## src/rtl/sccb_pkg.sv

```systemverilog
// Shared types and constants for the SCCB command path: FSM encoding,
// end-of-table marker, sensor ID and default timing.
package sccb_pkg;

  typedef enum logic [7:0] {
    PWR_WAIT  = 8'h00,
    FETCH     = 8'h01,
    CHECK     = 8'h02,
    ISSUE     = 8'h03,
    WAIT_DONE = 8'h04,
    GAP       = 8'h05,
    READY     = 8'h06
  } state_t;

  localparam logic [15:0] SCCB_END_MARKER = 16'hFFFF;
  localparam logic [7:0]  SCCB_ID_ADDR    = 8'h42;

  localparam int SCCB_CNT_W        = 20;
  localparam int SCCB_INIT_LEN     = 37;
  localparam int SCCB_PWR_WAIT_CYC = 25000;
  localparam int SCCB_GAP_CYC      = 2500;

  // Terminal count for a wait of `cyc` cycles (count runs 0..cyc-1).
  function automatic logic [SCCB_CNT_W-1:0] sccb_term_cnt(input int cyc);
    return SCCB_CNT_W'(cyc - 1);
  endfunction

endpackage

```

## src/rtl/sccb_cmd_sched_if.sv

```systemverilog
// Host-write and engine-command handshakes around the SCCB scheduler.
interface sccb_cmd_sched_if;
  logic        host_valid;
  logic [15:0] host_data;
  logic        host_ready;
  logic        cmd_valid;
  logic [15:0] cmd_data;
  logic        cmd_ready;
  logic        cmd_done;

  modport master (
    input  host_valid, host_data, cmd_ready, cmd_done,
    output host_ready, cmd_valid, cmd_data
  );

  modport slave (
    output host_valid, host_data, cmd_ready, cmd_done,
    input  host_ready, cmd_valid, cmd_data
  );
endinterface

```

## src/rtl/sccb_gap_timer.sv

```systemverilog
// Load/count/expire counter shared by the power-on wait and the
// inter-command gap; saturates at its terminal count.
module sccb_gap_timer #(
  parameter int W = 20
) (
  input  logic         clk_25m,
  input  logic         rst_n,
  input  logic         load,
  input  logic         en,
  input  logic [W-1:0] limit,
  output logic         expire
);

  logic [W-1:0] cnt_q, cnt_d;

  always_comb begin
    cnt_d = cnt_q;
    if (load)
      cnt_d = '0;
    else if (en && (cnt_q != limit) && (cnt_q != '1))
      cnt_d = cnt_q + W'(1);
  end

  always_ff @(posedge clk_25m or negedge rst_n) begin
    if (!rst_n) cnt_q <= '0;
    else        cnt_q <= cnt_d;
  end

  assign expire = (cnt_q == limit);

endmodule

```

## src/rtl/sccb_cmd_sched.sv

```systemverilog
// Sole issuer of SCCB engine commands: power-on wait, init-table walk,
// then host register writes, with a fixed idle gap after every command.
module sccb_cmd_sched
  import sccb_pkg::*;
#(
  parameter int INIT_LEN     = SCCB_INIT_LEN,
  parameter int PWR_WAIT_CYC = SCCB_PWR_WAIT_CYC,
  parameter int GAP_CYC      = SCCB_GAP_CYC
) (
  input  logic              clk_25m,
  input  logic              rst_n,
  input  logic              restart,
  output logic [7:0]        addr_rom,
  input  logic [15:0]       sreg,
  sccb_cmd_sched_if.master  bus,
  output logic              init_done,
  output logic              busy
);

  if (INIT_LEN < 1 || INIT_LEN > 255) begin : g_bad_init_len
    $error("INIT_LEN must be in 1..255");
  end
  if (PWR_WAIT_CYC < 1 || PWR_WAIT_CYC >= (1 << SCCB_CNT_W)) begin : g_bad_pwr_wait
    $error("PWR_WAIT_CYC must be in 1..2^20-1");
  end
  if (GAP_CYC < 1 || GAP_CYC >= (1 << SCCB_CNT_W)) begin : g_bad_gap
    $error("GAP_CYC must be in 1..2^20-1");
  end

  localparam logic [7:0]            LAST_IDX = 8'(INIT_LEN);
  localparam logic [SCCB_CNT_W-1:0] PWR_LIM  = sccb_term_cnt(PWR_WAIT_CYC);
  localparam logic [SCCB_CNT_W-1:0] GAP_LIM  = sccb_term_cnt(GAP_CYC);

  state_t      state_q, state_d;
  logic [7:0]  addr_q, addr_d;
  logic [15:0] cmd_data_q, cmd_data_d;
  logic        src_host_q, src_host_d;
  logic        init_done_q, init_done_d;
  logic        pend_q, pend_d;
  logic        restart_pend;
  logic        tmr_load, tmr_en, tmr_exp;
  logic [SCCB_CNT_W-1:0] tmr_limit;

  sccb_gap_timer #(.W(SCCB_CNT_W)) u_timer (
    .clk_25m (clk_25m),
    .rst_n   (rst_n),
    .load    (tmr_load),
    .en      (tmr_en),
    .limit   (tmr_limit),
    .expire  (tmr_exp)
  );

  always_comb begin
    state_d      = state_q;
    addr_d       = addr_q;
    cmd_data_d   = cmd_data_q;
    src_host_d   = src_host_q;
    init_done_d  = init_done_q;
    // A restart arriving this cycle already blocks a host handshake.
    restart_pend = pend_q | restart;

    case (state_q)
      PWR_WAIT:  if (!restart && tmr_exp) state_d = FETCH;
      FETCH:     state_d = CHECK;
      CHECK: begin
        if (sreg == SCCB_END_MARKER) begin
          init_done_d = 1'b1;
          state_d     = READY;
        end else begin
          cmd_data_d = sreg;
          src_host_d = 1'b0;
          state_d    = ISSUE;
        end
      end
      ISSUE:     if (bus.cmd_ready) state_d = WAIT_DONE;
      WAIT_DONE: begin
        if (bus.cmd_done) begin
          state_d = GAP;
          if (!src_host_q) addr_d = addr_q + 8'd1;
        end
      end
      GAP: begin
        if (tmr_exp) begin
          if (restart_pend)
            state_d = PWR_WAIT;
          else if (!src_host_q && (addr_q != LAST_IDX))
            state_d = FETCH;
          else begin
            state_d = READY;
            if (!src_host_q) init_done_d = 1'b1;
          end
        end
      end
      READY: begin
        if (restart_pend)
          state_d = PWR_WAIT;
        else if (bus.host_valid) begin
          cmd_data_d = bus.host_data;
          src_host_d = 1'b1;
          state_d    = ISSUE;
        end
      end
      default:   state_d = PWR_WAIT;
    endcase

    if (state_d == PWR_WAIT) begin
      addr_d      = 8'd0;
      init_done_d = 1'b0;
    end
    pend_d = restart_pend && (state_d != PWR_WAIT);

    // Every state change starts the timer from zero; restart re-arms the power-on wait.
    tmr_load  = (state_d != state_q) || ((state_q == PWR_WAIT) && restart);
    tmr_en    = (state_q == PWR_WAIT) || (state_q == GAP);
    tmr_limit = (state_q == PWR_WAIT) ? PWR_LIM : GAP_LIM;
  end

  always_ff @(posedge clk_25m or negedge rst_n) begin
    if (!rst_n) begin
      state_q     <= PWR_WAIT;
      addr_q      <= 8'd0;
      cmd_data_q  <= 16'd0;
      src_host_q  <= 1'b0;
      init_done_q <= 1'b0;
      pend_q      <= 1'b0;
    end else begin
      state_q     <= state_d;
      addr_q      <= addr_d;
      cmd_data_q  <= cmd_data_d;
      src_host_q  <= src_host_d;
      init_done_q <= init_done_d;
      pend_q      <= pend_d;
    end
  end

  assign addr_rom       = addr_q;
  assign init_done      = init_done_q;
  assign busy           = (state_q != READY);
  assign bus.cmd_valid  = (state_q == ISSUE);
  assign bus.cmd_data   = cmd_data_q;
  assign bus.host_ready = (state_q == READY) && !restart_pend;

endmodule

```

## src/flat_wrapper.sv

```systemverilog
// flat-port wrapper written by rule: the top's interface ports become plain ports
module sccb_cmd_sched_flat import sccb_pkg::*;
#(
  parameter int INIT_LEN     = SCCB_INIT_LEN,
  parameter int PWR_WAIT_CYC = SCCB_PWR_WAIT_CYC,
  parameter int GAP_CYC      = SCCB_GAP_CYC
)
  (clk_25m, rst_n, restart, addr_rom, sreg, init_done, busy, bus_host_valid, bus_host_data, bus_cmd_ready, bus_cmd_done, bus_host_ready, bus_cmd_valid, bus_cmd_data);
  sccb_cmd_sched_if bus_i ();
  input  logic clk_25m;
  input  logic rst_n;
  input  logic restart;
  output logic [7:0] addr_rom;
  input  logic [15:0] sreg;
  output logic init_done;
  output logic busy;
  input wire logic [$bits(bus_i.host_valid)-1:0] bus_host_valid;
  input wire logic [$bits(bus_i.host_data)-1:0] bus_host_data;
  input wire logic [$bits(bus_i.cmd_ready)-1:0] bus_cmd_ready;
  input wire logic [$bits(bus_i.cmd_done)-1:0] bus_cmd_done;
  output wire logic [$bits(bus_i.host_ready)-1:0] bus_host_ready;
  output wire logic [$bits(bus_i.cmd_valid)-1:0] bus_cmd_valid;
  output wire logic [$bits(bus_i.cmd_data)-1:0] bus_cmd_data;
  assign bus_i.host_valid = bus_host_valid;
  assign bus_i.host_data = bus_host_data;
  assign bus_i.cmd_ready = bus_cmd_ready;
  assign bus_i.cmd_done = bus_cmd_done;
  assign bus_host_ready = bus_i.host_ready;
  assign bus_cmd_valid = bus_i.cmd_valid;
  assign bus_cmd_data = bus_i.cmd_data;
  sccb_cmd_sched #(.INIT_LEN(INIT_LEN), .PWR_WAIT_CYC(PWR_WAIT_CYC), .GAP_CYC(GAP_CYC)) u_core (.clk_25m(clk_25m), .rst_n(rst_n), .restart(restart), .addr_rom(addr_rom), .sreg(sreg), .bus(bus_i), .init_done(init_done), .busy(busy));
endmodule
```

## config.mk

```make
export PLATFORM = sky130hd
export DESIGN_NAME = sccb_cmd_sched_flat
export DESIGN_NICKNAME = d
export VERILOG_FILES = /design/src/rtl/sccb_pkg.sv /design/src/rtl/sccb_cmd_sched_if.sv /design/src/rtl/sccb_gap_timer.sv /design/src/rtl/sccb_cmd_sched.sv /design/src/flat_wrapper.sv
export SDC_FILE = /design/constraint.sdc
export NUM_CORES = 1
export LEC_CHECK = 0
export CORE_MARGIN = 2
export CORE_UTILIZATION = 45
export DETAILED_ROUTE_END_ITERATION = 16
export PLACE_DENSITY = 0.8
export REMOVE_ABC_BUFFERS = 1
export SYNTH_ARGS = -nofsm -noshare
export SYNTH_HDL_FRONTEND = slang
export SYNTH_SLANG_ARGS = --single-unit
```

## constraint.sdc

```tcl
create_clock -name clk_25m -period 5.42 [get_ports clk_25m]
set_clock_uncertainty 0.05 [all_clocks]
set_input_delay 0.542 -clock clk_25m [delete_from_list [all_inputs] [get_ports clk_25m]]
set_output_delay 0.542 -clock clk_25m [all_outputs]
set_load 0.02 [all_outputs]
```

==> results.json <==
{
  "status": "finished clean",
  "reg2reg_depth": 8,
  "core_area_sq_mm": 0.00631,
  "power_density_mw_per_mm2": 190,
  "mostFrequentLayoutCells": "clkdlybuf4s50_1, dfrtp_1, nor2_1",
  "vias": 2471,
  "clk_latency_ns": 0.30,
  "async_reset_ff_frac": 1.00,
  "startpoint": "u_core.state_q[2]$_DFF_PN0_",
  "place_ws_ns": 1.87,
  "fmax_ghz": 0.283,
  "register_area_sq_mm": 0.00138,
  "ant_nets": 0,
  "worst_slew_pin_slew_ns": 0.949,
  "crit_end": "u_core.u_timer.cnt_q[13]$_DFFE_PN0P_",
  "synthCells": 308,
  "crit_path_max_incr_delay_ns": 0.81,
  "p_leak_nw": 1.61,
  "post-route-drc-count": 0,
  "layout_min_cycle_time_ns": 3.53,
  "path_clk_slew_ns": 0.09,
  "num-nets-final": 413,
  "synth-main-ff-cell": "dfrtp_1",
  "finalHoldViolCount": 0,
  "rows": 29,
  "syn_area_per_cell_sq_um": 9.51,
  "post-dp-hpwl_um": 4850,
  "cp-start-kind": "register",
  "maxSlewHeadroom": 0.367,
  "synthToLayoutAreaGrowth_pct": 26.6,
  "ys_seq_area_frac": 0.470,
  "r2r_end": "u_core.u_timer.cnt_q[13]$_DFFE_PN0P_",
  "track_usage": 0.188,
  "routed_via_density": 5.52,
  "drtIter0Drc": 132,
  "r2r_slack_ns": 1.89,
  "antenna_found_initial": 0,
  "cp_max_fo": 35,
  "synth_area_sq_mm": 0.00293,
  "ys_seq_elements": 55,
  "layout-drive-gt1-share": 0.0458,
  "max-cap-violations": 0,
  "ys.warnings.count": 0,
  "start_util": 0.464,
  "cts-root-buf": "clkbuf_8",
  "synth_cell_types": 51,
  "chipHeight_um": 84.7,
  "cp.arrival_ns": 3.67,
  "slowest_stage": "a21o_1",
  "wire_per_inst_um": 14.3,
  "post_cts_buffers": 0,
  "cts-resized-gates": 0,
  "first_pass_iters": 4,
  "cts_buffer_depth": 2,
  "grt_pass1_vias": 2364,
  "hold_path.class": "in -> async",
  "crit_required_ns": 5.57,
  "final_max_slew_viol_count": 0,
  "cts_buffers": 5,
  "finalSetupTns_ns": 0,
  "final_common_cell": "clkdlybuf4s50_1",
  "fin_crit_sh": 0.651,
  "fill_cells": 550,
  "critical_path_class": "reg -> reg",
  "holdBufCountCts": 0,
  "finalWorstSetupSlack_ns": 1.89,
  "setup_violations": 0,
  "die-area_sq_mm": 0.00717,
  "gp_congestion": 0.861,
  "grt-ovfl-total": 0,
  "grt_max_degree": 56,
  "io_buffers": 65,
  "peakVddDrop_uv": 140,
  "grt_first_pass_wirelength_um": 11100,
  "multi_input_area_sq_mm": 0.00148,
  "finalWirelength_um": 6420,
  "rsz0062_at_grt": "false",
  "clkSinkCount": 55,
  "end_kind": "register",
  "io_pins": 66,
  "dieWidth_um": 84.7,
  "synth_edf_count": 0,
  "path_cells": "nor4b_1 > nand4_1 > buf_4 > nor3_1 > a21o_1 > nor3b_1 > o22ai_2 > o21ba_1",
  "diodes": 0,
  "htree_levels": 2,
  "regToRegStartpoint": "u_core.state_q[2]$_DFF_PN0_",
  "cts_tree": "done"
}
-- cells in the mapped netlist, types with 8 or more instances --
cell / count / area [sq um]
nand2_1: 18 / 67.6
nor2_1: 51 / 191
buf_2: 8 / 40.0
mux2i_1: 17 / 170
xor2_1: 19 / 166
nand4_1: 17 / 106
dfrtp_1: 55 / 1380
nor3_1: 10 / 50.1
o21ai_0: 8 / 40.0
a21oi_1: 22 / 110
nand3_1: 10 / 50.1
and3_1: 9 / 56.3
-- cells by family (layout without fill, tap and decap cells) --
group | after synthesis | after routing | synth area share
AOI/OAI and AO/OA | 46 | 46 | 0.102
xor gates and xnor gates | 22 | 22 | 0.0658
adders and majority gates | 3 | 3 | 0.0128
buffers and inverters | 19 | 78 | 0.0291
DFF | 55 | 55 | 0.470
muxes | 17 | 17 | 0.0581
other | 1 | 5 | 0.00128
and+or+nand+nor | 145 | 145 | 0.261
-- per-stage QoR --
stage	cell area [sq um]	power [mW]	utilization	hold slack (ns)	std cells
floorplan	2880	0.452	-	0.196	298
global placement	3630	0.505	0.576	0.441	442
detailed placement	3630	0.507	0.576	0.470	442
CTS	3710	0.713	0.587	0.332	448
global route	3710	0.733	0.587	0.363	448
finish	3710	0.704	0.587	0.299	448
-- area by class of cell --
| class | count | share of cell area |
|---|---|---|
| timing repair buffer | 67 | 0.178 |
| sequential | 55 | 0.371 |
| clock buffer | 6 | 0.0196 |
| inverter | 5 | 0.00506 |
| multi-input combinational | 238 | 0.400 |
| tap | 77 | 0.0260 |
-- worst max-delay path: cells and delay by family, from the launching register on --
family                 cells  cell delay [ns]
buffers and inverters      1             0.25
AND/OR/NAND/NOR            4             0.87
AO/OA/AOI/OAI              3             1.70
flip-flops                 1             0.54
-- state kept, by name (all words and copies together), names as in the netlist --
name	cells
u_core.u_timer.cnt_q	20
u_core.bus.cmd_data	16
u_core.addr_rom	8
u_core.state_q	8
u_core.init_done	1
u_core.pend_q	1
u_core.src_host_q	1
-- per-layer routing --
metal,track usage,part of all wire
met5,0,0
met4,0.0635,0.017
met3,0.0305,0.034
met2,0.316,0.49
met1,0.248,0.45
-- where the power goes --
part           switching (mW)  leakage [nW]  internal [mW]
combinational          0.0332         0.850         0.0409
clock                   0.120        0.0371         0.0865
sequential            0.00483         0.719          0.418
total                   0.158          1.61          0.546
-- how the worst min path moves through the flow --
stage | depth (start not counted) | endpoint | startpoint
global route | 2 | u_core.addr_rom[0]$_DFFE_PN0P_ | rst_n
global placement | 2 | u_core.init_done$_DFFE_PN0P_ | u_core.init_done$_DFFE_PN0P_
finish | 2 | u_core.addr_rom[0]$_DFFE_PN0P_ | rst_n
floorplan | 0 | u_core.addr_rom[0]$_DFFE_PN0P_ | rst_n
CTS | 2 | u_core.addr_rom[0]$_DFFE_PN0P_ | rst_n
detailed placement | 2 | u_core.bus.cmd_data[11]$_DFFE_PN0P_ | u_core.bus.cmd_data[11]$_DFFE_PN0P_
(Power assumes the default switching activity.)
